[src/rtl/conv_pkg.sv]
// conv_pkg: shared defaults and the out_data lane mapping for the conv datapath.
// The conv core reuses win_lane() so producer and consumer agree on pixel order.
package conv_pkg;

  localparam int unsigned CONV_DW   = 8;
  localparam int unsigned CONV_WW   = 8;
  localparam int unsigned CONV_BW   = 16;
  localparam int unsigned CONV_KN   = 9;
  localparam int unsigned CONV_COLS = 20;

  // Window lanes are column-major: all rows of column c are adjacent.
  function automatic int unsigned win_lane(input int unsigned c,
                                           input int unsigned j,
                                           input int unsigned rows);
    return c * rows + j;
  endfunction

endpackage

[src/rtl/conv_gather_stage.sv]
// conv_gather_stage: holds the non-final beats of a window until the final beat
// arrives. One slot per non-final beat, written by slot index.
module conv_gather_stage
  import conv_pkg::*;
#(
  parameter int unsigned BEAT_W = CONV_DW * 2 * CONV_COLS,
  parameter int unsigned SLOTS  = 1,
  parameter int unsigned IW     = 1
) (
  input  logic                      clk,
  input  logic                      rst_n,
  input  logic                      wr_en_i,
  input  logic [IW-1:0]             wr_idx_i,
  input  logic [BEAT_W-1:0]         wr_data_i,
  output logic [SLOTS*BEAT_W-1:0]   slots_o
);

  logic [SLOTS-1:0][BEAT_W-1:0] slot_q;

  // Capture the incoming beat into the addressed slot; other slots hold.
  always_ff @(posedge clk or negedge rst_n) begin
    if (!rst_n) begin
      slot_q <= '0;
    end else if (wr_en_i) begin
      for (int unsigned s = 0; s < SLOTS; s++) begin
        if (wr_idx_i == IW'(s)) slot_q[s] <= wr_data_i;
      end
    end
  end

  assign slots_o = slot_q;

endmodule

[src/rtl/conv_row_gather.sv]
// conv_row_gather: collects BEATS input beats of RPB rows each into one
// column-major window of RPB*BEATS rows and hands it to the conv engine with
// the weight/bias set captured on the final beat.
// Build option: CONV_GATHER_BIAS_EN builds the bias register; without it
// bias_o is tied to zero and the bias input is ignored.
module conv_row_gather
  import conv_pkg::*;
#(
  parameter int unsigned DW    = CONV_DW,
  parameter int unsigned COLS  = CONV_COLS,
  parameter int unsigned RPB   = 2,
  parameter int unsigned BEATS = 2,
  parameter int unsigned WW    = CONV_WW,
  parameter int unsigned KN    = CONV_KN,
  parameter int unsigned BW    = CONV_BW
) (
  input  logic                          clk,
  input  logic                          rst_n,
  input  logic                          flush,
  input  logic                          in_valid,
  output logic                          in_ready,
  input  logic [DW*RPB*COLS-1:0]        in_data,
  input  logic [WW*KN-1:0]              weight,
  input  logic [BW-1:0]                 bias,
  output logic                          out_valid,
  input  logic                          out_ready,
  output logic [DW*RPB*BEATS*COLS-1:0]  out_data,
  output logic [WW*KN-1:0]              weight_o,
  output logic [BW-1:0]                 bias_o
);

  localparam int unsigned ROWS   = RPB * BEATS;
  localparam int unsigned BEAT_W = DW * RPB * COLS;
  localparam int unsigned WIN_W  = DW * ROWS * COLS;
  localparam int unsigned SLOTS  = (BEATS > 1) ? BEATS - 1 : 1;
  localparam int unsigned CW     = (BEATS > 1) ? $clog2(BEATS) : 1;
  localparam logic [CW-1:0] LAST_BEAT = CW'(BEATS - 1);

  logic [CW-1:0]            beat_cnt_q, beat_cnt_d;
  logic                     out_valid_q, out_valid_d;
  logic [WIN_W-1:0]         win_q, win_d;
  logic [WW*KN-1:0]         weight_q;
  logic [BEATS*BEAT_W-1:0]  beats_all;

  logic is_final;
  logic accept;
  logic commit;
  logic stage_we;

  assign is_final = (beat_cnt_q == LAST_BEAT);
  // Only the final beat can stall, and only behind an unconsumed window.
  assign in_ready = !is_final || !out_valid_q || out_ready;
  assign accept   = in_valid && in_ready && !flush;
  assign commit   = accept && is_final;
  assign stage_we = accept && !is_final;

  generate
    if (BEATS > 1) begin : g_stage
      logic [SLOTS*BEAT_W-1:0] stage_flat;

      conv_gather_stage #(
        .BEAT_W (BEAT_W),
        .SLOTS  (SLOTS),
        .IW     (CW)
      ) u_stage (
        .clk       (clk),
        .rst_n     (rst_n),
        .wr_en_i   (stage_we),
        .wr_idx_i  (beat_cnt_q),
        .wr_data_i (in_data),
        .slots_o   (stage_flat)
      );

      assign beats_all = {in_data, stage_flat};
    end else begin : g_no_stage
      assign beats_all = in_data;
    end
  endgenerate

  // Next counter/valid state; flush wins over any beat or handshake.
  always_comb begin
    beat_cnt_d  = beat_cnt_q;
    out_valid_d = out_valid_q;
    if (flush) begin
      beat_cnt_d  = '0;
      out_valid_d = 1'b0;
    end else begin
      if (accept) beat_cnt_d = is_final ? '0 : beat_cnt_q + 1'b1;
      if (commit)         out_valid_d = 1'b1;
      else if (out_ready) out_valid_d = 1'b0;
    end
  end

  // Remap beat-major rows into the column-major window on a final beat.
  always_comb begin
    win_d = win_q;
    if (commit) begin
      for (int unsigned b = 0; b < BEATS; b++) begin
        for (int unsigned r = 0; r < RPB; r++) begin
          for (int unsigned c = 0; c < COLS; c++) begin
            win_d[DW*win_lane(c, b*RPB + r, ROWS) +: DW] =
              beats_all[b*BEAT_W + DW*(r*COLS + c) +: DW];
          end
        end
      end
    end
  end

  // Control state registers.
  always_ff @(posedge clk or negedge rst_n) begin
    if (!rst_n) begin
      beat_cnt_q  <= '0;
      out_valid_q <= 1'b0;
    end else begin
      beat_cnt_q  <= beat_cnt_d;
      out_valid_q <= out_valid_d;
    end
  end

  // Window and weight registers, loaded together on a committed final beat.
  always_ff @(posedge clk or negedge rst_n) begin
    if (!rst_n) begin
      win_q    <= '0;
      weight_q <= '0;
    end else begin
      win_q <= win_d;
      if (commit) weight_q <= weight;
    end
  end

`ifdef CONV_GATHER_BIAS_EN
  logic [BW-1:0] bias_q;

  // Bias travels with the window it was sampled alongside.
  always_ff @(posedge clk or negedge rst_n) begin
    if (!rst_n)      bias_q <= '0;
    else if (commit) bias_q <= bias;
  end

  assign bias_o = bias_q;
`else
  logic unused_bias;
  assign unused_bias = ^bias;
  assign bias_o      = '0;
`endif

  assign out_valid = out_valid_q;
  assign out_data  = win_q;
  assign weight_o  = weight_q;

endmodule

[config.mk]
export PLATFORM = sky130hd
export DESIGN_NAME = conv_row_gather
export DESIGN_NICKNAME = d
export VERILOG_FILES = /design/src/rtl/conv_pkg.sv /design/src/rtl/conv_gather_stage.sv /design/src/rtl/conv_row_gather.sv
export SDC_FILE = /design/constraint.sdc
export NUM_CORES = 1
export LEC_CHECK = 0
export CAP_MARGIN = 10
export CORE_AREA = 3 3 446 448
export DETAILED_ROUTE_END_ITERATION = 16
export DIE_AREA = 0 0 449 451
export GPL_TIMING_DRIVEN = 0
export PLACE_DENSITY = 0.38
export SYNTH_ARGS = -nofsm -noshare
export SYNTH_HDL_FRONTEND = slang
export SYNTH_SLANG_ARGS = --single-unit
[constraint.sdc]
create_clock -name clk -period 1.8 [get_ports clk]
set_input_delay 0.18 -clock clk [delete_from_list [all_inputs] [get_ports clk]]
set_output_delay 0.18 -clock clk [all_outputs]
set_load 0.03 [all_outputs]
==> results of run 1 <==
-- critical path: cells and delay by family (launching register included) --
family | cells | cell delay (ns)
buffers and inverters | 4 | 0.75
multiplexers | 1 | 0.34
AND/OR/NAND/NOR | 1 | 0.21
flip-flops | 1 | 0.41
-- path summary, 6_finish.rpt --
check	from	endpoint	slack, ns	cells after the start
max in group asynchronous	rst_n	out_data[138]$_DFFE_PN0P_	0.13	4
worst max-delay path	beat_cnt_q$_DFFE_PN0P_	g_stage.u_stage.slots_o[3]$_DFFE_PN0P_	-0.04	6
worst min register to register	g_stage.u_stage.slots_o[190]$_DFFE_PN0P_	out_data[110]$_DFFE_PN0P_	0.48	1
min in group clk	in_data[20]	out_data[84]$_DFFE_PN0P_	0.08	2
worst max register to register	beat_cnt_q$_DFFE_PN0P_	g_stage.u_stage.slots_o[3]$_DFFE_PN0P_	-0.04	6
worst min-delay path	rst_n	out_data[492]$_DFFE_PN0P_	-0.67	1
-- stage by stage --
stage	TNS (ns)	hold slack, ns	cells
after global routing	-55.22	-0.7049	6525
after detailed placement	-968.99	0.1391	5961
final	-1.612	-0.6692	6530
after global placement	-	0.4600	5954
after CTS	-20.53	-0.7453	6468
after floorplan	0	-0.1156	2220
-- cells by family (layout without fill, tap and decap cells) --
family                 Yosys count  count (layout)
other                            1              32
flip-flops                    1034            1034
multiplexers                  1032            1032
AND/OR/NAND/NOR                  7               7
AO/OA/AOI/OAI                    1               1
buffers and inverters          130            1800
-- layer usage --
metal	track usage	wire (µm)	share of wire
met4	0.05002	5151	0.031
met3	0.04833	10210	0.062
met1	0.1708	63590	0.39
met2	0.2690	84800	0.52
met5	0	27	0.00016
-- cell usage in the layout (no fill, tap or decap), drive strengths merged, types with 2 or more instances in the layout --
master | netlist | layout
inv | 0 | 5
clkdlybuf4s50 | 0 | 394
clkdlybuf4s15 | 0 | 564
diode | 0 | 16
conb | 1 | 16
clkinvlp | 0 | 3
clkbuf | 0 | 247
buf | 130 | 176
mux2 | 1032 | 1032
bufinv | 0 | 6
dfrtp | 1034 | 1034
clkdlybuf4s18 | 0 | 2
dlygate4sd2 | 0 | 127
clkinv | 0 | 27
dlygate4sd3 | 0 | 249
-- flip-flops by register name (all words and copies together), names as in the netlist --
name	count
out_data	640
g_stage.u_stage.slots_o	320
weight_o	72
beat_cnt_q	1
out_valid	1
-- power breakdown --
part           internal [W]  leakage (nW)  total, W  switching [W]
clock network        0.0167          2.26    0.0278         0.0111
logic                0.0134          12.9    0.0327         0.0193
registers            0.0299          12.4    0.0332        0.00331
total                0.0599          27.5    0.0937         0.0338
-- final cells by class --
type | instances | area [µm²] | share of cell area
Tap cell | 2624 | 3283 | 0.05164
Sequential cell | 1034 | 25880 | 0.4070
Timing Repair Buffer | 1427 | 15450 | 0.2430
Multi-Input combinational cell | 1056 | 12380 | 0.1948
Clock buffer | 206 | 4091 | 0.06435
Antenna cell | 16 | 40.04 | 0.0006297
Buffer | 126 | 1937 | 0.03046
Clock inverter | 41 | 515.5 | 0.008108
-- timing repair --
item | in CTS | in global routing
cloned | 3 | 42
endpoints found under the hold margin | 869 | 270
endpoints found under the setup margin | 1723 | 1094
hold buffers | 247 | 2
pin swaps | 2 | 1
gates resized for setup | 1946 | 260
buffers inserted | 14 | 5
==> reports/qor.txt, run 1 <==
WP data required - 2.44 ns
Cells after synthesis - 2205
Most common library cells after synthesis - dfrtp_1, mux2_2, buf_6
Later-pin clock latency in the skew report - 0.77 ns
First-pass GRT wire length - 217600 µm
Max_slew headroom - 0.3108
Crit path largest cell delay - 0.41 ns
Initial antenna violation count - 30
Worst-Margin Slew - 1.034 ns
Remaining routing DRC violations - 0
Setup violations, final - 109
Top_reg_cell synth - dfrtp_1
YS warnings - 0
RSZ-0062 raised after global routing - yes
Maximum fanout along the worst path - 10
Yosys top cell area share - 0.6696
Syn Area/Cell - 17.52 µm²
Compound-Gate Fraction of Synth Area - 0.0001295
Largest net degree at the start of global routing - 166
Starting Density - 0.1982
Slowest cell on the critical path - dfrtp_2
Vias in the first global route - 26790
Max-cap violations - 0
CTS tree - done
Final hold viol count - 433
Core area - 195000 µm²
Worst-path cell chain - buf_6, nor3b_4, buf_6, clkbuf_16, buf_16, mux2_2
Period utilization - 1.025
Nature of the critical path endpoint - flop
Crit path DAT - 2.48 ns
Wire per inst - 25.08 µm
Routed via count - 24995
Worst slack at placement - -1.086 ns
Leakage - 27.47 nW
Min cycle time layout - 1.845 ns
Die Ht - 451 µm
Synth area leader - dfrtp_1
Clk sinks - 1034
H-tree depth - 4
Num rows - 162
Most used cell, CP - buf_6
Vias/cell - 3.828
DRT Pass-1 Iters - 4
Critical path type - reg2reg
Final core utilization - 0.3261
Root Buffer - clkbuf_16
Synth Area in Adders - 0
Asr flop ratio synth - 1.000
XOR/XNOR Fraction of Synth Area - 0
Die area - 202500 µm²
Hold slack - -0.6692 ns
Filler cell count - 19457
Largest family of logic cells by synthesized area - multiplexers
Unique masters post-synth - 15
Die width - 449 µm
Ports - 1143
Worst Clk Skew - 0.02655 ns
Overall Power - 0.09366 W
DP HPWL - 117900 µm
Top-count cell post-synth - dfrtp_1
Hold Path Class - in2async
RD Place Congestion - 0.7744
Peak VDD IR - 843.1 µV
Ratio of cells with drive above 1 in the final layout - 0.4694
IO Port Bufs - 1110
Fin area - 63580 µm²
FMAX - 0.5420 GHz
Sequential share of the synthesized area - 0.6696
Power Density - 1473 nW/µm²
Failing checks - hold timing, setup timing
DRT iter0 DRCs - 890
Gr ovfl total - 0
Antenna viol nets, final - 0
Post-Synth Simple-Gate Area - 0.001295
Post-synthesis mux area share - 0.3007
Synth area leaders - dfrtp_1, mux2_2, buf_6
Startpoint types - flop
CTS Buf Count - 136
Overall Global Routing Usage - 0.1514
#FFs+latches synth - 1034
Status - finished, violations left
Final wirelength - 163800 µm
Dpl cell area - 53300 µm²
Final nets - 4194
Reg clk slew, reported paths - 0.06 ns
Final setup margin - -0.04495 ns
Clk buf depth - 3
Area growth syn-to-layout - 64.53%
Number of synthesized flops with an enable pin - 0
Mapped cell area - 38640 µm²
Slew Limit Fails - 0
No activity file was read; power rests on OpenSTA's default activity.
==> run 2, diff against run 1 <==
--- a/config.mk
+++ b/config.mk
@@ -6,11 +6,11 @@
 export NUM_CORES = 1
 export LEC_CHECK = 0
 export CAP_MARGIN = 10
-export CORE_AREA = 3 3 446 448
+export CORE_AREA = 3 3 438 440
 export DETAILED_ROUTE_END_ITERATION = 16
-export DIE_AREA = 0 0 449 451
+export DIE_AREA = 0 0 441 443
 export GPL_TIMING_DRIVEN = 0
-export PLACE_DENSITY = 0.38
+export PLACE_DENSITY = 0.39
 export SYNTH_ARGS = -nofsm -noshare
 export SYNTH_HDL_FRONTEND = slang
 export SYNTH_SLANG_ARGS = --single-unit
==> run 2 against run 1 <==
Net effect: largest cell class unchanged; power fell by 2.5%; the run ends with hold timing left; clock power fell by 5%; sequential power barely moved; clock skew rose by 0.0028 ns; routed wire length fell by 3.5%.
==> reports/qor.txt, run 2 (synthesized netlist as in run 1, its figures left out) <==
Die area - 195400 µm²
M2 GR Usage - 0.2791
Setup violations, final - 0
CP Buf/Inv Count - 5
Vias/cell - 3.911
Worst r2r src - out_valid$_DFFE_PN0P_
FMAX - 0.5559 GHz
Met3 Usage GRT - 0.04629
Overall Power - 0.09136 W
Nature of the critical path endpoint - flop
Final hold viol count - 301
Hold Path Class - in2async
Gr ovfl total - 0
IO Port Bufs - 1110
Period utilization - 0.9993
Clk sinks - 1034
Met1 Use GR - 0.1717
DP HPWL - 117700 µm
Wire per inst - 24.91 µm
Crit path largest cell delay - 0.37 ns
Die width - 441 µm
Core area - 188000 µm²
Worst-case reg-to-reg path depth - 8
Maximum fanout along the worst path - 6
DRT iter0 DRCs - 708
First-pass GRT wire length - 215600 µm
Crit Reg-Reg Endpoint - out_data[402]$_DFFE_PN0P_
Peak VDD IR - 647.8 µV
Worst Setup SP - out_valid$_DFFE_PN0P_
RSZ-0062 raised after global routing - yes
Root Buffer - clkbuf_16
Largest register FFs - 640
Status - finished, violations left
Overall Global Routing Usage - 0.1557
Filler cell count - 18724
Non-Filler Instances - 6345
Antenna viol nets, final - 0
Crit path DAT - 2.42 ns
Vias in the first global route - 26673
Slowest cell on the critical path - dfrtp_1
CTS tree - done
Max_slew headroom - 0.2942
Reg clk slew, reported paths - 0.06 ns
Starting Density - 0.2055
Routed via count - 24815
CTS Buf Count - 134
Failing checks - hold timing
Ports - 1143
Final wirelength - 158100 µm
Num rows - 159
Worst-path cell chain - nand2b_1, nand4b_1, buf_4, buf_12, buf_12, buf_16, clkbuf_16, mux2_2
Dpl cells - 5832
Worst slack at placement - -1.587 ns
Remaining routing DRC violations - 0
Commonest non-fill, non-tap cell in the layout - dfrtp_1
Leakage - 26.33 nW
Max-cap violations - 0
DRT Pass-1 Iters - 4
Power Density - 1487 nW/µm²
Worst Clk Skew - 0.02932 ns
Cell family with most CP delay - buffers and inverters
Die Ht - 443 µm
WP data required - 2.43 ns
Final setup margin - 0.001238 ns
Later-pin clock latency in the skew report - 0.77 ns
Area growth syn-to-layout - 59.02%
Worst-Margin Slew - 1.059 ns
Critical path type - reg2reg
Grt peak-use layer - met2
H-tree depth - 4
Hold slack - -0.7172 ns
Initial antenna violation count - 28
Ratio of cells with drive above 1 in the final layout - 0.4638
Largest net degree at the start of global routing - 154
Most frequent cells in the layout - dfrtp_1, mux2_2, clkdlybuf4s15_2
Clk buf depth - 3
Cts hold-fix bufs - 238
Most used cell, CP - buf_12
Flop-to-flop setup slack - 0.001 ns
Startpoint types - flop
Slew Limit Fails - 0
Final nets - 4152
RD Place Congestion - 0.7745
Min cycle time layout - 1.799 ns
[run 2: changes by cell type in the layout (fill, tap and decap cells not counted), moves of 11 or more]
cell	before	now
dlygate4sd3_1	249	238
clkdlybuf4s15_2	415	402
buf_12	56	31
mux2_2	804	958
mux2_4	171	17
clkbuf_16	181	154
[run 2: layer usage]
layer	wire (µm)	vias up
met5	0	-
met4	5588	0
met3	9669	206
met2	83100	724
met1	59700	12933
li1	-	10952
[run 2: worst max-delay path by stage]
stage	to	slack (ns)	depth (start not counted)
5_1_grt	out_data[49]$_DFFE_PN0P_	-0.1	6
2_1_floorplan	out_data[70]$_DFFE_PN0P_	0.13	6
3_3_place_gp	g_stage.u_stage.slots_o[193]$_DFFE_PN0P_	-52.11	1
3_5_place_dp	out_data[152]$_DFFE_PN0P_	-1.59	5
6_report	out_data[402]$_DFFE_PN0P_	0.001	8
4_1_cts	out_data[306]$_DFFE_PN0P_	-0.11	6
[run 2: final cells by class]
class / instances / area, µm² / share of cell area
Clock buffer: 202 / 3983 / 0.06481
Antenna cell: 12 / 30.03 / 0.0004887
Timing Repair Buffer: 1383 / 14520 / 0.2363
Sequential cell: 1034 / 25880 / 0.4211
Clock inverter: 33 / 326.6 / 0.005314
Tap cell: 2495 / 3122 / 0.05080
Buffer: 130 / 1783 / 0.02902
Multi-Input combinational cell: 1056 / 11810 / 0.1921
[run 2: stage by stage]
stage	hold WS [ns]	area [µm²]	util	setup TNS [ns]
3_5_place_dp	0.08473	53140	0.2827	-1106.51
4_1_cts	-0.7948	60480	0.3217	-19.48
6_report	-0.7172	61450	0.3269	0
5_1_grt	-0.7554	61450	0.3268	-24.98
3_3_place_gp	0.4604	52930	0.2815	-
2_1_floorplan	-0.1156	38700	-	0
[run 2: power by group]
group	leakage (nW)	switching (W)	total, W	internal, W
registers	12.4	0.00333	0.0332	0.0299
logic	11.8	0.0190	0.0318	0.0128
clock network	2.13	0.0107	0.0264	0.0157
total	26.3	0.0330	0.0914	0.0583
[run 2: repair_timing]
item                                    in CTS  in global routing
hold endpoints to repair                   689                301
cloned                                       3                 17
pin swaps                                    1                  2
endpoints found under the setup margin    1899               1095
resized for setup                         1839                150
setup buffers                                3                  5
[run 2: worst reg2reg max path: cells and delay by family (launching register included)]
| kind | cells | cell delay (ns) |
|---|---|---|
| mux | 1 | 0.27 |
| flops | 1 | 0.37 |
| buf+inv | 5 | 0.80 |
| simple gates | 2 | 0.25 |
==> run 3, diff against run 2 <==
--- a/config.mk
+++ b/config.mk
@@ -10,7 +10,6 @@
 export DETAILED_ROUTE_END_ITERATION = 16
 export DIE_AREA = 0 0 441 443
 export GPL_TIMING_DRIVEN = 0
-export PLACE_DENSITY = 0.39
 export SYNTH_ARGS = -nofsm -noshare
 export SYNTH_HDL_FRONTEND = slang
 export SYNTH_SLANG_ARGS = --single-unit
==> run 3 against run 2 <==
Net effect: the run ends with hold timing, setup timing left; routed wire length grew 6.7%; flip-flop and latch count is the same; design area is essentially flat; combinational power is essentially flat; non-clock buffer count shrank 78; fmax shrank 8.1%; first-iteration DRC count grew 73%; sequential share of layout area is essentially flat.
==> reports/qor.txt, run 3 (synthesized netlist as in run 1, its figures left out) <==
Dpl cells - 5832
Largest net degree at the start of global routing - 162
Final setup margin - -0.1567 ns
Vias/cell - 4.047
Final hold viol count - 230
Final wirelength - 168700 µm
Die Ht - 443 µm
Reg clk slew, reported paths - 0.06 ns
Most frequent cells in the layout - dfrtp_1, mux2_2, dlygate4sd2_1
First-pass GRT wire length - 222900 µm
Worst-case reg-to-reg path depth - 8
DRT iter0 DRCs - 1227
FMAX - 0.5111 GHz
CTS Buf Count - 114
H-tree depth - 3
RSZ-0062 raised after global routing - yes
Die width - 441 µm
Hold slack - -0.6044 ns
Later-pin clock latency in the skew report - 0.74 ns
Commonest non-fill, non-tap cell in the layout - dfrtp_1
Vias in the first global route - 26903
Power Density - 1446 nW/µm²
DRT Pass-1 Iters - 5
Maximum fanout along the worst path - 5
Routed via count - 25275
Startpoint types - flop
Root Buffer - clkbuf_16
Wire per inst - 27.01 µm
Non-Filler Instances - 6246
Min cycle time layout - 1.957 ns
Clk buf depth - 3
Crit Reg-Reg Endpoint - out_data[260]$_DFFE_PN0P_
Flop-to-flop setup slack - -0.16 ns
Area growth syn-to-layout - 59.01%
DP HPWL - 123100 µm
CTS tree - done
IO Port Bufs - 1110
Initial antenna violation count - 36
Final nets - 4054
Largest register FFs - 640
Ratio of cells with drive above 1 in the final layout - 0.4212
Ports - 1143
Nature of the critical path endpoint - flop
Gr ovfl total - 0
Worst-Margin Slew - 0.8228 ns
Starting Density - 0.2055
Clk sinks - 1034
Worst r2r src - out_valid$_DFFE_PN0P_
Critical path type - reg2reg
Cts hold-fix bufs - 83
Num rows - 159
Status - finished, violations left
Core area - 188000 µm²
Max-cap violations - 0
Remaining routing DRC violations - 0
Period utilization - 1.087
Overall Power - 0.08884 W
Leakage - 27.46 nW
Antenna viol nets, final - 0
Max_slew headroom - 0.4515
Overall Global Routing Usage - 0.1653
Hold Path Class - in2async
Slew Limit Fails - 0
Crit path DAT - 2.56 ns
WP data required - 2.40 ns
RD Place Congestion - 0.8648
Setup violations, final - 659
Die area - 195400 µm²
Peak VDD IR - 1012 µV
Failing checks - hold timing, setup timing
Worst Clk Skew - 0.03230 ns
[run 3: area by class of cell]
type                            count  area, µm²
Antenna cell                       19      47.55
Clock inverter                     34      379.1
Clock buffer                      173       3417
Fill cell                       18450     126600
Buffer                            116       1929
Tap cell                         2495       3122
Timing Repair Buffer             1319      14130
Sequential cell                  1034      25880
Multi-Input combinational cell   1056      12540
[run 3: per-layer routing]
layer	vias to the layer above	track usage	share of wire
met4	10	0.06527	0.036
met2	839	0.2817	0.50
met1	13459	0.1893	0.39
met5	-	0.002233	0.00065
li1	10735	-	-
met3	232	0.05559	0.072
[run 3: where the power goes]
group	internal (W)	switching, W	total [W]
combinational	0.0126	0.0191	0.0317
sequential	0.0299	0.00356	0.0334
clock	0.0138	0.00994	0.0237
total	0.0562	0.0326	0.0888
[run 3: worst max path at each step]
stage	end	slack, ns	startpoint
floorplan	out_data[70]$_DFFE_PN0P_	0.13	out_valid$_DFFE_PN0P_
global placement	g_stage.u_stage.slots_o[38]$_DFFE_PN0P_	-47.64	rst_n
detailed placement	out_data[134]$_DFFE_PN0P_	-1.56	rst_n
CTS	g_stage.u_stage.slots_o[190]$_DFFE_PN0P_	-0.19	beat_cnt_q$_DFFE_PN0P_
global route	out_data[331]$_DFFE_PN0P_	-0.22	out_valid$_DFFE_PN0P_
finish	out_data[260]$_DFFE_PN0P_	-0.16	out_valid$_DFFE_PN0P_
[run 3: repair_timing]
action	in CTS	in global routing
setup endpoints to repair	2004	1113
buffers inserted	60	18
pin swaps	2	1
gates resized for setup	1642	162
cloned	50	11
hold endpoints to repair	353	159
[run 3: worst max-delay path: stages (launching register included)]
cell	delay [ns]
dfrtp_1	0.38
nand2b_1	0.11
nand4b_1	0.18
buf_12	0.20
buf_12	0.13
buf_12	0.13
bufbuf_16	0.28
buf_12	0.14
mux2_2	0.27
[run 3: per-stage QoR]
step	area, µm²	utilization	TNS, ns	hold slack [ns]	setup slack (ns)
6_report	61450	0.3268	-32.77	-0.6044	-0.1567
3_3_place_gp	52930	0.2815	-	0.4645	-47.64
3_5_place_dp	53130	0.2826	-1204.94	0.1768	-1.558
2_1_floorplan	38700	-	0	-0.1156	0.1315
5_1_grt	61440	0.3268	-81.93	-0.6193	-0.2227
4_1_cts	61060	0.3248	-43.06	-0.6557	-0.1933
